[src/rtl/calc1_port_sched.sv]
// Round-robin arbiter sharing one calc1 request port between NUM_REQ clients.
// Sequences the two-cycle calc1 request, waits (with timeout) and routes the response back.
module calc1_port_sched #(
  parameter int unsigned NUM_REQ = 4,
  parameter int unsigned TIMEOUT = 15
) (
  input  logic                    c_clk,
  input  logic                    reset,
  input  logic [NUM_REQ-1:0]      req_valid,
  output logic [NUM_REQ-1:0]      req_ready,
  input  logic [4*NUM_REQ-1:0]    req_cmd,
  input  logic [32*NUM_REQ-1:0]   req_op1,
  input  logic [32*NUM_REQ-1:0]   req_op2,
  output logic [NUM_REQ-1:0]      rsp_valid,
  output logic [1:0]              rsp_resp,
  output logic [31:0]             rsp_data,
  output logic [3:0]              calc_cmd_out,
  output logic [31:0]             calc_data_out,
  input  logic [1:0]              calc_resp_in,
  input  logic [31:0]             calc_data_in
);

  localparam int unsigned IW = (NUM_REQ > 1) ? $clog2(NUM_REQ) : 1;
  localparam logic [NUM_REQ-1:0] ONE_HOT0 = NUM_REQ'(1);

  typedef enum logic [2:0] {
    S_IDLE, S_SEND1, S_SEND2, S_WAIT, S_DONE
  } state_t;

  state_t               state_q, state_d;
  logic [IW-1:0]        last_q, last_d;
  logic [IW-1:0]        tag_q, tag_d;
  logic [31:0]          op2_q, op2_d;
  logic [7:0]           cnt_q, cnt_d;
  logic [3:0]           calc_cmd_q, calc_cmd_d;
  logic [31:0]          calc_data_q, calc_data_d;
  logic [NUM_REQ-1:0]   rsp_valid_q, rsp_valid_d;
  logic [1:0]           rsp_resp_q, rsp_resp_d;
  logic [31:0]          rsp_data_q, rsp_data_d;

  logic                 grant_found;
  logic [IW-1:0]        grant_idx;
  int unsigned          cand;
  logic [3:0]           sel_cmd;
  logic [31:0]          sel_op1, sel_op2;
  logic                 sel_cmd_ok;
  logic [NUM_REQ-1:0]   ready;

  // First requester at or after last_grant+1, wrapping around.
  always_comb begin
    grant_found = 1'b0;
    grant_idx   = last_q;
    cand        = 0;
    for (int unsigned k = 1; k <= NUM_REQ; k++) begin
      cand = (32'(last_q) + k) % NUM_REQ;
      if (!grant_found && req_valid[IW'(cand)]) begin
        grant_found = 1'b1;
        grant_idx   = IW'(cand);
      end
    end
  end

  always_comb begin
    sel_cmd = 4'd0;
    sel_op1 = 32'd0;
    sel_op2 = 32'd0;
    for (int i = 0; i < int'(NUM_REQ); i++) begin
      if (grant_idx == IW'(i)) begin
        sel_cmd = req_cmd[4*i +: 4];
        sel_op1 = req_op1[32*i +: 32];
        sel_op2 = req_op2[32*i +: 32];
      end
    end
  end

  assign sel_cmd_ok = (sel_cmd == 4'd1) || (sel_cmd == 4'd2) ||
                      (sel_cmd == 4'd5) || (sel_cmd == 4'd6);

  always_comb begin
    state_d     = state_q;
    last_d      = last_q;
    tag_d       = tag_q;
    op2_d       = op2_q;
    cnt_d       = cnt_q;
    calc_cmd_d  = 4'd0;
    calc_data_d = 32'd0;
    rsp_valid_d = '0;
    rsp_resp_d  = 2'd0;
    rsp_data_d  = 32'd0;
    ready       = '0;
    case (state_q)
      S_IDLE: begin
        if (grant_found) begin
          ready  = ONE_HOT0 << grant_idx;
          last_d = grant_idx;
          tag_d  = grant_idx;
          op2_d  = sel_op2;
          if (sel_cmd_ok) begin
            state_d     = S_SEND1;
            calc_cmd_d  = sel_cmd;
            calc_data_d = sel_op1;
          end else begin
            // Rejected locally; calc1 is never touched.
            state_d     = S_DONE;
            rsp_valid_d = ONE_HOT0 << grant_idx;
            rsp_resp_d  = 2'd2;
          end
        end
      end
      S_SEND1: begin
        state_d     = S_SEND2;
        calc_data_d = op2_q;
      end
      S_SEND2: begin
        state_d = S_WAIT;
        cnt_d   = 8'd0;
      end
      S_WAIT: begin
        // A real response beats the timeout when both land in the same cycle.
        if (calc_resp_in != 2'd0) begin
          state_d     = S_DONE;
          rsp_valid_d = ONE_HOT0 << tag_q;
          rsp_resp_d  = calc_resp_in;
          rsp_data_d  = calc_data_in;
        end else if (cnt_q == 8'(TIMEOUT)) begin
          state_d     = S_DONE;
          rsp_valid_d = ONE_HOT0 << tag_q;
          rsp_resp_d  = 2'd3;
        end else begin
          cnt_d = cnt_q + 8'd1;
        end
      end
      S_DONE: begin
        state_d = S_IDLE;
      end
      default: begin
        state_d = S_IDLE;
      end
    endcase
  end

  always_ff @(posedge c_clk or posedge reset) begin
    if (reset) begin
      state_q     <= S_IDLE;
      last_q      <= IW'(NUM_REQ - 1);
      tag_q       <= '0;
      op2_q       <= 32'd0;
      cnt_q       <= 8'd0;
      calc_cmd_q  <= 4'd0;
      calc_data_q <= 32'd0;
      rsp_valid_q <= '0;
      rsp_resp_q  <= 2'd0;
      rsp_data_q  <= 32'd0;
    end else begin
      state_q     <= state_d;
      last_q      <= last_d;
      tag_q       <= tag_d;
      op2_q       <= op2_d;
      cnt_q       <= cnt_d;
      calc_cmd_q  <= calc_cmd_d;
      calc_data_q <= calc_data_d;
      rsp_valid_q <= rsp_valid_d;
      rsp_resp_q  <= rsp_resp_d;
      rsp_data_q  <= rsp_data_d;
    end
  end

  // Ready is combinational, so mask it while reset holds the FSM in IDLE.
  assign req_ready     = ready & {NUM_REQ{~reset}};
  assign rsp_valid     = rsp_valid_q;
  assign rsp_resp      = rsp_resp_q;
  assign rsp_data      = rsp_data_q;
  assign calc_cmd_out  = calc_cmd_q;
  assign calc_data_out = calc_data_q;

endmodule

[config.mk]
export PLATFORM = sky130hd
export DESIGN_NAME = calc1_port_sched
export DESIGN_NICKNAME = d
export VERILOG_FILES = /design/src/rtl/calc1_port_sched.sv
export SDC_FILE = /design/constraint.sdc
export NUM_CORES = 1
export LEC_CHECK = 0
export ABC_AREA = 1
export CAP_MARGIN = 20
export CORE_ASPECT_RATIO = 1.1
export CORE_MARGIN = 2
export CORE_UTILIZATION = 30
export DETAILED_ROUTE_END_ITERATION = 8
export PLACE_DENSITY = 0.63
export SYNTH_ARGS = -nofsm -noshare
export SYNTH_HDL_FRONTEND = slang
export SYNTH_SLANG_ARGS = --single-unit
[constraint.sdc]
create_clock -name c_clk -period 5.1 [get_ports c_clk]
set_clock_uncertainty 0.05 [all_clocks]
set_input_delay 1.02 -clock c_clk [delete_from_list [all_inputs] [get_ports c_clk]]
set_output_delay 1.02 -clock c_clk [all_outputs]
set_load 0.02 [all_outputs]
==> summary.txt, run 1 <==
Run status
  – Status: finished clean

Routing
  – Total number of vias: 7322
  – Vias per cell: 4.71
  – Post-route ant nets: 0
  – Initial drt markers: 387
  – DR WL/cell: 18.0 um
  – Post-Route WL: 28000 um
  – DRC: 0
  – Drt pass-1 iters: 5

Global route
  – Total gr overflow: 0
  – Initial antenna violation count: 1
  – Largest net degree at the start of global routing: 68
  – Vias in the first global route: 7253
  – Total global-route track usage: 0.237
  – First-pass GRT wire length: 41900 um

Timing
  – Fin. max-slew vios: 0
  – Max frequency: 0.223 GHz
  – Hold Violations, Final: 0
  – Setup ws final: 0.606 ns
  – RSZ-0062 raised after global routing: false
  – Setup-failing EPs final: 0
  – Tmin final: 4.49 ns
  – Transition at the pin with the smallest max-transition slack: 0.643 ns
  – Hold Slack: 0.434 ns
  – Setup TNS: 0 ns
  – Period Utilization, post-route: 0.881
  – Slew margin rel.: 0.568

Power and ir drop
  – Power share of the combinational group: 0.668
  – Sequential power share: 0.172
  – Peak supply drop: 0.636 mV
  – Sw Share: 0.526
  – Cell Int Power: 3.78 mW
  – Power Density: 698 nW/um^2
  – Clock share of power: 0.160
  – Leak: 5.09 nW
  – Psw: 4.19 mW

Flow run
  – MaxCap Viol Count: 0

Clocking
  – H-tree Lvls: 4
  – Reg clk slew, reported paths: 0.05 ns
  – Clock Root Buffer: clkbuf_16
  – Setup Buffers After CTS: 0
  – Deepest clock path buffer count: 2
  – Worst skew pair latency: 0.42 ns
  – # hold bufs at CTS: 0
  – Cts repair resizes: 0
  – CTS tree: built
  – Clock sinks: 121
  – CTS Buf Count: 17

Min path
  – Worst Hold Depth: 2
  – Hold Path Origin: op2_q[21]$_DFFE_PP0P_
  – HP Class: reg -> reg
  – Hold EP: op2_q[21]$_DFFE_PP0P_

Synth
  – Post-Syn Nets: 1183
  – Cell Area, Synth: 6630 um^2
  – #FFs+latches synth: 121
  – Synth warn: 0
  – Synth unique cells: 38
  – Async SR Flop Fraction: 1.00
  – Syn Area/Cell: 7.62 um^2
  – Sequential share of the synthesized area: 0.457
  – Post-synth EDFFs: 0
  – Dominant synthesized flop cell: dfrtp_1
  – Syn Inst Count: 870

Placed design
  – HPWL after detailed placement: 21900 um
  – Final GP Congestion: 0.848
  – Pre-CTS setup slack: 0.604 ns
  – Port-buffer cells: 389
  – # placed instances: 1521
  – DP Area: 10800 um^2

Finish
  – # fillers: 2139
  – Finished Layout Cells: 1553
  – ANT cells: 0
  – Commonest non-fill, non-tap cell in the layout: clkdlybuf4s50_1
  – Fin area: 11400 um^2
  – Nets: 1558
  – Synthesis-to-finish area growth: 72.5%
  – Most frequent cells in the layout: 389 x clkdlybuf4s50_1, 220 x nand2_1, 119 x dfrtp_1
  – Layout cells sized above 1: 0.0906

Worst setup path
  – Most used cell, CP: nand2_2
  – R2R cell count: 17
  – Worst setup SP type: input port
  – R2R Path Start: last_q[0]$_DFFE_PP1P_
  – Crit path required time: 4.03 ns
  – CP max stage delay: 0.63 ns
  – Worst R2R Setup Slack: 1.71 ns
  – CP max-delay cell: clkdlybuf4s50_1
  – Worst path arrival time: 3.42 ns
  – WS Path Type: in -> out
  – Crit. End Element: output port
  – Crit path cell chain: clkdlybuf4s50_1, nand2_1, nand2_2, nand2_2, nand2_2, nor2_4, nand4_1, nand2_2, inv_1, nand2_1, nor3_1, clkdlybuf4s50_1
  – Worst R2R End: calc_data_out[20]$_DFF_PP0_
  – Critical-path maximum fanout: 11

Die
  – Die extent in x: 146 um
  – Area of the die: 23300 um^2
  – Die Y-Extent: 160 um
  – Starting density of the core: 0.303
  – Num ports: 390
  – # rows: 57
  – Core ar.: 21900 um^2
layer usage:
layer  share of wire  vias to the layer above  routed length, um  track usage
li1                -                     3642                  -            -
met1            0.44                     3363              12200        0.309
met2            0.48                      291              13400        0.396
met3           0.070                       24               1960       0.0571
met4           0.017                        2                479       0.0637
met5         0.00046                        -                 13            0
power groups by stage:
stage | Clock (mW) | Sequential [mW] | Combinational, mW
2_1_floorplan | 0 | 1.43 | 3.49
3_3_place_gp | 0 | 1.38 | 5.35
3_5_place_dp | 0 | 1.38 | 5.38
4_1_cts | 1.30 | 1.37 | 5.40
5_1_grt | 1.34 | 1.39 | 5.93
6_report | 1.28 | 1.37 | 5.33
area by class of cell:
class / count / area, um^2 / share of cell area
repair buffers: 409 / 4040 / 0.354
multi-input cells: 628 / 3100 / 0.271
flip-flops and latches: 121 / 3030 / 0.265
clock buffers: 18 / 429 / 0.0375
well taps: 295 / 369 / 0.0323
inverters: 68 / 263 / 0.0230
clock inverters: 14 / 195 / 0.0171
per-stage QoR:
step | util | power [mW]
finish | 0.522 | 7.97
global route | 0.522 | 8.66
CTS | 0.522 | 8.07
detailed placement | 0.494 | 6.77
global placement | 0.494 | 6.72
floorplan | - | 4.92
worst max-delay path: cells and delay by family:
kind	cells	cell delay, ns
buf+inv	3	1.42
simple gates	9	0.96
logic make-up after synthesis:
family / after synthesis / synth area share
and+or+nand+nor: 413 / 0.266
DFF: 121 / 0.457
AOI/OAI and AO/OA: 212 / 0.193
xor gates and xnor gates: 1 / 0.00132
buffers and inverters: 121 / 0.0799
adders and majority gates: 1 / 0.00189
other: 1 / 0.000566
state kept, by name, summed over array words and instances (netlist names):
register and flops:
calc_cmd_out 4, calc_data_out 32, cnt_q 8, last_q 2
op2_q 32, rsp_data 32, rsp_resp 2, rsp_valid 4
state_q 3, tag_q 2
cell usage after synthesis (3+ instances only):
| library cell | n | area share |
|---|---|---|
| nand2_1 | 221 | 0.13 |
| dfrtp_1 | 119 | 0.45 |
| o21ai_0 | 113 | 0.085 |
| nor2_1 | 79 | 0.045 |
| nand3_1 | 76 | 0.057 |
| inv_1 | 61 | 0.035 |
| clkbuf_1 | 31 | 0.018 |
| o21ai_2 | 29 | 0.038 |
| a21oi_1 | 21 | 0.016 |
| a221oi_1 | 20 | 0.026 |
| o21ai_1 | 14 | 0.011 |
| nand2_2 | 12 | 0.011 |
| buf_2 | 10 | 0.0076 |
| nor3_1 | 9 | 0.0068 |
| buf_4 | 6 | 0.0068 |
| buf_6 | 5 | 0.0085 |
| inv_2 | 5 | 0.0028 |
| o22ai_1 | 4 | 0.0038 |
| o31ai_1 | 4 | 0.0045 |
| nand4_1 | 3 | 0.0028 |
| nor2_2 | 3 | 0.0028 |
| o221ai_1 | 3 | 0.0040 |
worst max path at each step:
| stage | end | depth (start not counted) | startpoint | slack, ns |
|---|---|---|---|---|
| 6_report | req_ready[3] | 12 | req_valid[2] | 0.61 |
| 4_1_cts | req_ready[3] | 12 | req_valid[2] | 0.60 |
| 3_5_place_dp | req_ready[3] | 12 | req_valid[2] | 0.60 |
| 5_1_grt | req_ready[3] | 12 | req_valid[2] | 0.44 |
| 3_3_place_gp | req_ready[3] | 12 | req_valid[2] | 0.67 |
| 2_1_floorplan | calc_cmd_out[0]$_DFF_PP0_ | 1 | reset | 0.82 |
Power figures use the tool's default switching activity.
==> inputs of run 2 (changes only) <==
--- a/config.mk
+++ b/config.mk
@@ -12,6 +12,7 @@
 export CORE_UTILIZATION = 30
 export DETAILED_ROUTE_END_ITERATION = 8
 export PLACE_DENSITY = 0.63
+export SLEW_MARGIN = 25
 export SYNTH_ARGS = -nofsm -noshare
 export SYNTH_HDL_FRONTEND = slang
 export SYNTH_SLANG_ARGS = --single-unit
==> results of run 2 <==
No change in the layout: final DEF, timing and power equal those of run 1.
